===== src/rtl/mem_port_arbiter_if.sv =====
// Bundle of every signal around mem_port_arbiter: the instruction-fetch port (if_*),
// the load/store port (dm_*) and the single-ported memory (mem_*).
//   slave  : view taken by the arbiter (requests and mem_rdata in; grants, responses, mem_* out).
//   master : view taken by the surrounding logic / memory model (the mirror image).
// AW must match the AW of the mem_port_arbiter instance it is connected to.
interface mem_port_arbiter_if #(
   parameter int unsigned AW = 32
) ();

   // Instruction-fetch port
   logic          if_req;
   logic [AW-1:0] if_addr;
   logic          if_gnt;
   logic          if_rvalid;
   logic [31:0]   if_rdata;

   // Load/store port
   logic          dm_req;
   logic          dm_we;
   logic [1:0]    dm_size;
   logic [AW-1:0] dm_addr;
   logic [31:0]   dm_wdata;
   logic          dm_gnt;
   logic          dm_rvalid;
   logic [31:0]   dm_rdata;
   logic          dm_err;

   // Memory side
   logic          mem_en;
   logic          mem_we;
   logic [1:0]    mem_size;
   logic [AW-1:0] mem_addr;
   logic [31:0]   mem_wdata;
   logic [31:0]   mem_rdata;

   modport slave (
      input  if_req, if_addr,
      output if_gnt, if_rvalid, if_rdata,
      input  dm_req, dm_we, dm_size, dm_addr, dm_wdata,
      output dm_gnt, dm_rvalid, dm_rdata, dm_err,
      output mem_en, mem_we, mem_size, mem_addr, mem_wdata,
      input  mem_rdata
   );

   modport master (
      output if_req, if_addr,
      input  if_gnt, if_rvalid, if_rdata,
      output dm_req, dm_we, dm_size, dm_addr, dm_wdata,
      input  dm_gnt, dm_rvalid, dm_rdata, dm_err,
      input  mem_en, mem_we, mem_size, mem_addr, mem_wdata,
      output mem_rdata
   );

endinterface


===== src/rtl/mem_port_arbiter.sv =====
// mem_port_arbiter: shares one single-ported synchronous memory (1-cycle read latency)
// between the instruction-fetch port and the load/store port.
// Ports:
//   clk  - clock, rising edge
//   rst  - synchronous, active-high reset; forces every output to 0 while asserted
//   bus  - mem_port_arbiter_if.slave: if_* fetch port, dm_* load/store port, mem_* memory
// Grants and the mem_* strobe are combinational from the requests; the owner of the
// in-flight access is registered and steers the next cycle's mem_rdata to the right port.
// DM is favoured on a tie unless IF has already waited through STARVE_LIMIT DM grants.
module mem_port_arbiter #(
   parameter int unsigned AW           = 32,
   parameter int unsigned STARVE_LIMIT = 4
) (
   input  logic                  clk,
   input  logic                  rst,
   mem_port_arbiter_if.slave     bus
);

   localparam int unsigned SW = $clog2(STARVE_LIMIT + 1);

   typedef enum logic [2:0] {
      OWN_NONE,
      OWN_IF,
      OWN_DM_RD,
      OWN_DM_WR,
      OWN_DM_ERR
   } owner_e;

   owner_e        owner_q, owner_d;
   logic [SW-1:0] starve_q, starve_d;

   logic dm_misaligned_c;
   logic starved_c;
   logic if_win_c;
   logic dm_win_c;

   // Fetch addresses are always word aligned; the low bits are deliberately dropped.
   logic unused_if_addr_lsbs;
   assign unused_if_addr_lsbs = ^bus.if_addr[1:0];

   // State registers
   always_ff @(posedge clk) begin
      if (rst) begin
         owner_q  <= OWN_NONE;
         starve_q <= '0;
      end else begin
         owner_q  <= owner_d;
         starve_q <= starve_d;
      end
   end

   // Misalignment: half needs addr[0]=0, word (and the 11 encoding) needs addr[1:0]=0
   always_comb begin
      dm_misaligned_c = 1'b0;
      case (bus.dm_size)
         2'b00:   dm_misaligned_c = 1'b0;
         2'b01:   dm_misaligned_c = bus.dm_addr[0];
         default: dm_misaligned_c = |bus.dm_addr[1:0];
      endcase
   end

   // Arbitration: DM wins ties unless IF has been starved up to the limit
   always_comb begin
      starved_c = (starve_q == SW'(STARVE_LIMIT));
      if_win_c  = !rst && bus.if_req && (!bus.dm_req || starved_c);
      dm_win_c  = !rst && bus.dm_req && !if_win_c;
   end

   // Issue decision, memory drive and next owner / starvation count
   always_comb begin
      owner_d       = OWN_NONE;
      starve_d      = starve_q;
      bus.if_gnt    = 1'b0;
      bus.dm_gnt    = 1'b0;
      bus.mem_en    = 1'b0;
      bus.mem_we    = 1'b0;
      bus.mem_size  = 2'b00;
      bus.mem_addr  = '0;
      bus.mem_wdata = '0;

      if (if_win_c) begin
         bus.if_gnt   = 1'b1;
         bus.mem_en   = 1'b1;
         bus.mem_size = 2'b10;
         bus.mem_addr = {bus.if_addr[AW-1:2], 2'b00};
         owner_d      = OWN_IF;
      end else if (dm_win_c) begin
         bus.dm_gnt = 1'b1;
         // A misaligned access consumes the slot without touching memory
         if (dm_misaligned_c) begin
            owner_d = OWN_DM_ERR;
         end else begin
            bus.mem_en    = 1'b1;
            bus.mem_we    = bus.dm_we;
            bus.mem_size  = (bus.dm_size == 2'b11) ? 2'b10 : bus.dm_size;
            bus.mem_addr  = bus.dm_addr;
            bus.mem_wdata = bus.dm_wdata;
            owner_d       = bus.dm_we ? OWN_DM_WR : OWN_DM_RD;
         end
      end

      // Count DM grants that IF sat through; any IF grant or idle IF clears it
      if (!bus.if_req || if_win_c) begin
         starve_d = '0;
      end else if (dm_win_c && !starved_c) begin
         starve_d = starve_q + SW'(1);
      end
   end

   // Response routing; the reset gate also kills a response left in flight
   always_comb begin
      bus.if_rvalid = 1'b0;
      bus.if_rdata  = '0;
      bus.dm_rvalid = 1'b0;
      bus.dm_rdata  = '0;
      bus.dm_err    = 1'b0;
      if (!rst) begin
         case (owner_q)
            OWN_IF: begin
               bus.if_rvalid = 1'b1;
               bus.if_rdata  = bus.mem_rdata;
            end
            OWN_DM_RD: begin
               bus.dm_rvalid = 1'b1;
               bus.dm_rdata  = bus.mem_rdata;
            end
            OWN_DM_WR:  bus.dm_rvalid = 1'b1;
            OWN_DM_ERR: bus.dm_err    = 1'b1;
            default:    ;
         endcase
      end
   end

endmodule


===== src/flat_wrapper.sv =====
// flat-port wrapper written by rule: the top's interface ports become plain ports
module mem_port_arbiter_flat 
#(
   parameter int unsigned AW           = 32,
   parameter int unsigned STARVE_LIMIT = 4
)
  (clk, rst, bus_if_req, bus_if_addr, bus_if_gnt, bus_if_rvalid, bus_if_rdata, bus_dm_req, bus_dm_we, bus_dm_size, bus_dm_addr, bus_dm_wdata, bus_dm_gnt, bus_dm_rvalid, bus_dm_rdata, bus_dm_err, bus_mem_en, bus_mem_we, bus_mem_size, bus_mem_addr, bus_mem_wdata, bus_mem_rdata);
  mem_port_arbiter_if #(.AW(AW)) bus_i ();
  input  logic clk;
  input  logic rst;
  input wire logic [$bits(bus_i.if_req)-1:0] bus_if_req;
  input wire logic [$bits(bus_i.if_addr)-1:0] bus_if_addr;
  output wire logic [$bits(bus_i.if_gnt)-1:0] bus_if_gnt;
  output wire logic [$bits(bus_i.if_rvalid)-1:0] bus_if_rvalid;
  output wire logic [$bits(bus_i.if_rdata)-1:0] bus_if_rdata;
  input wire logic [$bits(bus_i.dm_req)-1:0] bus_dm_req;
  input wire logic [$bits(bus_i.dm_we)-1:0] bus_dm_we;
  input wire logic [$bits(bus_i.dm_size)-1:0] bus_dm_size;
  input wire logic [$bits(bus_i.dm_addr)-1:0] bus_dm_addr;
  input wire logic [$bits(bus_i.dm_wdata)-1:0] bus_dm_wdata;
  output wire logic [$bits(bus_i.dm_gnt)-1:0] bus_dm_gnt;
  output wire logic [$bits(bus_i.dm_rvalid)-1:0] bus_dm_rvalid;
  output wire logic [$bits(bus_i.dm_rdata)-1:0] bus_dm_rdata;
  output wire logic [$bits(bus_i.dm_err)-1:0] bus_dm_err;
  output wire logic [$bits(bus_i.mem_en)-1:0] bus_mem_en;
  output wire logic [$bits(bus_i.mem_we)-1:0] bus_mem_we;
  output wire logic [$bits(bus_i.mem_size)-1:0] bus_mem_size;
  output wire logic [$bits(bus_i.mem_addr)-1:0] bus_mem_addr;
  output wire logic [$bits(bus_i.mem_wdata)-1:0] bus_mem_wdata;
  input wire logic [$bits(bus_i.mem_rdata)-1:0] bus_mem_rdata;
  assign bus_i.if_req = bus_if_req;
  assign bus_i.if_addr = bus_if_addr;
  assign bus_if_gnt = bus_i.if_gnt;
  assign bus_if_rvalid = bus_i.if_rvalid;
  assign bus_if_rdata = bus_i.if_rdata;
  assign bus_i.dm_req = bus_dm_req;
  assign bus_i.dm_we = bus_dm_we;
  assign bus_i.dm_size = bus_dm_size;
  assign bus_i.dm_addr = bus_dm_addr;
  assign bus_i.dm_wdata = bus_dm_wdata;
  assign bus_dm_gnt = bus_i.dm_gnt;
  assign bus_dm_rvalid = bus_i.dm_rvalid;
  assign bus_dm_rdata = bus_i.dm_rdata;
  assign bus_dm_err = bus_i.dm_err;
  assign bus_mem_en = bus_i.mem_en;
  assign bus_mem_we = bus_i.mem_we;
  assign bus_mem_size = bus_i.mem_size;
  assign bus_mem_addr = bus_i.mem_addr;
  assign bus_mem_wdata = bus_i.mem_wdata;
  assign bus_i.mem_rdata = bus_mem_rdata;
  mem_port_arbiter #(.AW(AW), .STARVE_LIMIT(STARVE_LIMIT)) u_core (.clk(clk), .rst(rst), .bus(bus_i));
endmodule

===== config.mk =====
export PLATFORM = sky130hd
export DESIGN_NAME = mem_port_arbiter_flat
export DESIGN_NICKNAME = d
export VERILOG_FILES = /design/src/rtl/mem_port_arbiter_if.sv /design/src/rtl/mem_port_arbiter.sv /design/src/flat_wrapper.sv
export SDC_FILE = /design/constraint.sdc
export NUM_CORES = 1
export LEC_CHECK = 0
export BUFFER_PORTS_ARGS = -buffer_cell sky130_fd_sc_hd__buf_2
export CORE_AREA = 3 3 103 105
export DETAILED_ROUTE_END_ITERATION = 12
export DIE_AREA = 0 0 106 108
export GPL_TIMING_DRIVEN = 0
export HOLD_SLACK_MARGIN = 0.02
export PLACE_DENSITY = 0.51
export SETUP_SLACK_MARGIN = 0.1
export SYNTH_ARGS = -nofsm -noshare
export SYNTH_HDL_FRONTEND = slang
export SYNTH_SLANG_ARGS = --single-unit

===== constraint.sdc =====
create_clock -name clk -period 2.8 [get_ports clk]
set_input_delay 0.14 -clock clk [delete_from_list [all_inputs] [get_ports clk]]
set_output_delay 0.14 -clock clk [all_outputs]
set_load 0.1 [all_outputs]

==> impl_results.md <==
* Run status: complete, no violations
* DRT antenna net count at 0
* Synthesized-area fraction occupied by xor and xnor cells at 0
* Total Nets Final at 592
* Pwr dens at 315 nW/um2
* Synthesized area at 1300 um2
* Switching fraction of total power at 0.636
* Wire length of the first global-routing pass at 12.4 mm
* MaxCap Viol Count at 0
* Internal portion of total power at 0.333 mW
* Number of cells produced by synthesis at 181
* Net count after synthesis at between 300 and 400
* Diode count at 0
* Distinct cell type count of the synthesized netlist at 26
* Input/output buffers at around 270
* Required @ worst endpoint at between 2 and 3 ns
* Max Root-Sink Buffers at 2
* Proportion of synthesized area in mux cells at 0.00771
* Core Footprint at 9730 um2
* Insertion delay of the later-clocked pin in the worst-skew pair at 0.22 ns
* Fin Hold WS at between 0.1 and 0.15 ns
* Overall power at just over 0.9 mW
* Combinational share of power at 0.760
* Number of I/O pins at 272
* Initial core utilization at 0.133
* Layout cells sized above 1 at 0.636
* Total number of yosys warnings at 0
* Remaining DRCs at 0
* Final-report setup violation count at 0
* Clock tree skew after final layout at ~0.00022 ns
* Hold-fix buffer count after cts at 0
* TritonCTS clock tree: yes
* Number of fill cells at around 1100
* CP Capture Type: output port
* Total routed wirelength at 8.62 mm
* Part of the total power dissipated in sequential elements at 0.101
* Number of buffers created by CTS at 3
* Maximum vdd drop at 0.220 mV
* Area taken by flip-flops and latches at 120 um2
* Initial detailed-routing violation count at 90
* Lkg Pwr at 1.87 nW
* Crit path DAT at between 2 and 2.5 ns
* Floorplan die area at 11400 um2
* Worst stage delay on the critical path at around 0.42 ns
* Number of vias in the routed layout at 2394
* Area growth from synthesis to layout at 124%
* Kind of cell adding the most delay to the critical path: buffers and inverters
* Final Max Tran Viols at 0
* Synthesized area per cell at 7.17 um2
* Total of flip-flops plus latches after synthesis at 6
* Overall fraction of global-route tracks in use at 0.135
* Final hold violation count at 0
* Crit Reg-Reg Startpoint: u_core.starve_q[0]$_SDFFE_PP0P_
* Hold WC Path Type: in -> reg
* R2r worst-path depth at 6
* Pin count of the biggest net entering global routing at 11
* Detailed-routing iteration count for the pre-antenna-repair pass at 4
* RePlAce Congestion at around 0.87
* Overflow left after global routing at 0
* Die height at about 110 um
* Peak fanout along the critical path at 10
* Cell at the root of the clock tree: clkbuf_8
* Buffer and inverter count on the worst path at 4
* Transition at the pin with the smallest max-transition slack at 0.534 ns
* Sequential area share after synthesis at 0.0926
* Cell Chain, Critical Path: inv_1 -> ha_1 -> and3_1 -> nor4_4 -> buf_4 -> buf_6 -> a22o_1 -> buf_2
* Switching power at 0.582 mW
* Routed via count divided by cell count at 4.09
* Post-route fraction of the period consumed by the critical path at 0.916
* Cell Rows at 36
* Class of the most critical setup path: reg -> out
* Synth Area in Simple Gates at 0.583
* CTS sink cnt at 6
* Final HPWL DP at just under 8 mm
* Multi-input gate area at 1110 um2
* Avg WL per Cell at 14.7 um
* Final critical-path required period at 2.56 ns
* Compound-Gate Fraction of Synth Area at 0.230
* H-tree depth reported by CTS at 1
* Slowest-stage cell, CP: buf_2
* Worst relative slew slack at 0.643
* Worst-case register-to-register setup slack at roughly 1 ns
* Peak clock frequency supported by timing at 0.390 GHz
* First element of the critical path: u_core.starve_q[0]$_SDFFE_PP0P_
* Vias in the first global route at between 2000 and 2500
* End point of the critical path: bus_mem_addr[26]
* Antenna violations before repair at 1
* Width of the die at ~110 um
* Clock slew at the register clock pins of the worst setup and hold paths at 0.04 ns
* Adder-Cell Fraction of Synth Area at 0.0193
* Post-route setup TNS at 0 ns
* Kind of launch point of the worst setup path: register
* Worst R2R End: u_core.owner_q[0]$_SDFF_PP0_
* Dominant combinational cell family by area after synthesis: simple AND/OR/NAND/NOR gates
* CP Depth at 8
* RSZ-0062 raised after global routing: yes
* Part of the power in the clock network at 0.139
-- cell type report --
type / instances / area share
inverters: 3 / 0.00388
multi-input cells: 156 / 0.384
flip-flops and latches: 6 / 0.0414
well taps: 133 / 0.0574
clock buffers: 3 / 0.0142
plain buffers: 16 / 0.0272
repair buffers: 269 / 0.472
-- through the flow --
stage / std cells / cell area [um2] / utilization / worst slack [ns]
after global placement: 583 / 2830 / 0.291 / 0.218
after global routing: 586 / 2900 / 0.298 / 0.0992
final: 586 / 2900 / 0.298 / 0.236
after detailed placement: 583 / 2830 / 0.291 / 0.241
after CTS: 586 / 2880 / 0.296 / 0.195
after floorplan: 181 / 1320 / - / 0.118
-- cells in the final DEF (no fill, tap or decap), types with 3 or more instances in the layout --
| cell type | Yosys | routed |
|---|---|---|
| a22o_1 | 30 | 30 |
| and2_1 | 100 | 100 |
| buf_2 | 3 | 263 |
| clkbuf_1 | 11 | 8 |
| clkbuf_2 | 0 | 3 |
| clkbuf_4 | 0 | 9 |
| clkbuf_8 | 0 | 3 |
| dfxtp_1 | 6 | 6 |
| inv_1 | 3 | 3 |
| nor2_1 | 5 | 4 |
-- per-layer routing --
metal / vias to the layer above / share of wire / global-route usage
li1: 1149 / - / -
met1: 1069 / 0.35 / 0.140
met2: 168 / 0.54 / 0.277
met3: 6 / 0.11 / 0.0346
met4: 2 / 0.0038 / 0.0167
met5: - / 0.0023 / 0
-- synth_stat cells --
cell type,n,area share
nand4b_1,1,0.0068
a21o_1,1,0.0058
o21a_1,2,0.012
a21oi_1,1,0.0039
nor4b_1,1,0.0068
dfxtp_1,6,0.093
nor2_1,5,0.014
a22o_1,30,0.20
buf_4,1,0.0058
mux2i_1,1,0.0077
ha_1,2,0.019
buf_6,1,0.0087
and2_1,100,0.48
and3b_1,1,0.0068
buf_2,3,0.012
and3_1,1,0.0048
nor3b_1,2,0.012
inv_1,3,0.0087
a31o_2,1,0.0068
nand2_1,1,0.0029
nor4_4,1,0.016
or2_2,1,0.0048
nor2b_1,1,0.0048
clkbuf_1,11,0.032
nand2b_1,2,0.0096
nor4b_2,1,0.012
-- what timing repair did --
action | 4_1_cts | 5_1_grt
resized for setup | 2 | 11
gates cloned | 0 | 0
setup buffers | 0 | 0
setup endpoints to repair | 19 | 18
-- registers in the layout, indices dropped and copies added, names as in the netlist --
name	cells
u_core.owner_q	3
u_core.starve_q	3
-- power by group through the flow --
stage               combinational, mW  sequential [mW]  clock, mW
floorplan                       0.519           0.0928          0
global placement                0.692           0.0931          0
detailed placement              0.695           0.0934          0
CTS                             0.697           0.0921      0.131
global route                    0.724           0.0924      0.136
finish                          0.696           0.0921      0.127
-- worst reg2reg max path: stages, from the launching register on --
cell and delay (ns):
dfxtp_1 0.35, inv_1 0.06, ha_1 0.22, and3_1 0.24, nor4_4 0.38, clkbuf_2 0.35
a21o_1 0.16
-- cell families (layout without fill, tap and decap cells) --
group / after synthesis / count (layout)
fa+ha+maj: 2 / 2
simple gates: 118 / 118
flops: 6 / 6
buf+inv: 19 / 291
mux: 1 / 1
compound gates: 35 / 35
-- worst min path at each step --
| stage | start | to | slack, ns | cells after the start |
|---|---|---|---|---|
| 3_5_place_dp | bus_dm_we | u_core.owner_q[0]$_SDFF_PP0_ | 0.36 | 2 |
| 3_3_place_gp | bus_dm_we | u_core.owner_q[0]$_SDFF_PP0_ | 0.36 | 2 |
| 6_report | bus_dm_we | u_core.owner_q[0]$_SDFF_PP0_ | 0.14 | 2 |
| 5_1_grt | bus_dm_we | u_core.owner_q[0]$_SDFF_PP0_ | 0.15 | 2 |
| 2_1_floorplan | bus_dm_we | u_core.owner_q[0]$_SDFF_PP0_ | 0.25 | 1 |
| 4_1_cts | bus_dm_we | u_core.owner_q[0]$_SDFF_PP0_ | 0.14 | 2 |
Power figures use the tool's default switching activity.
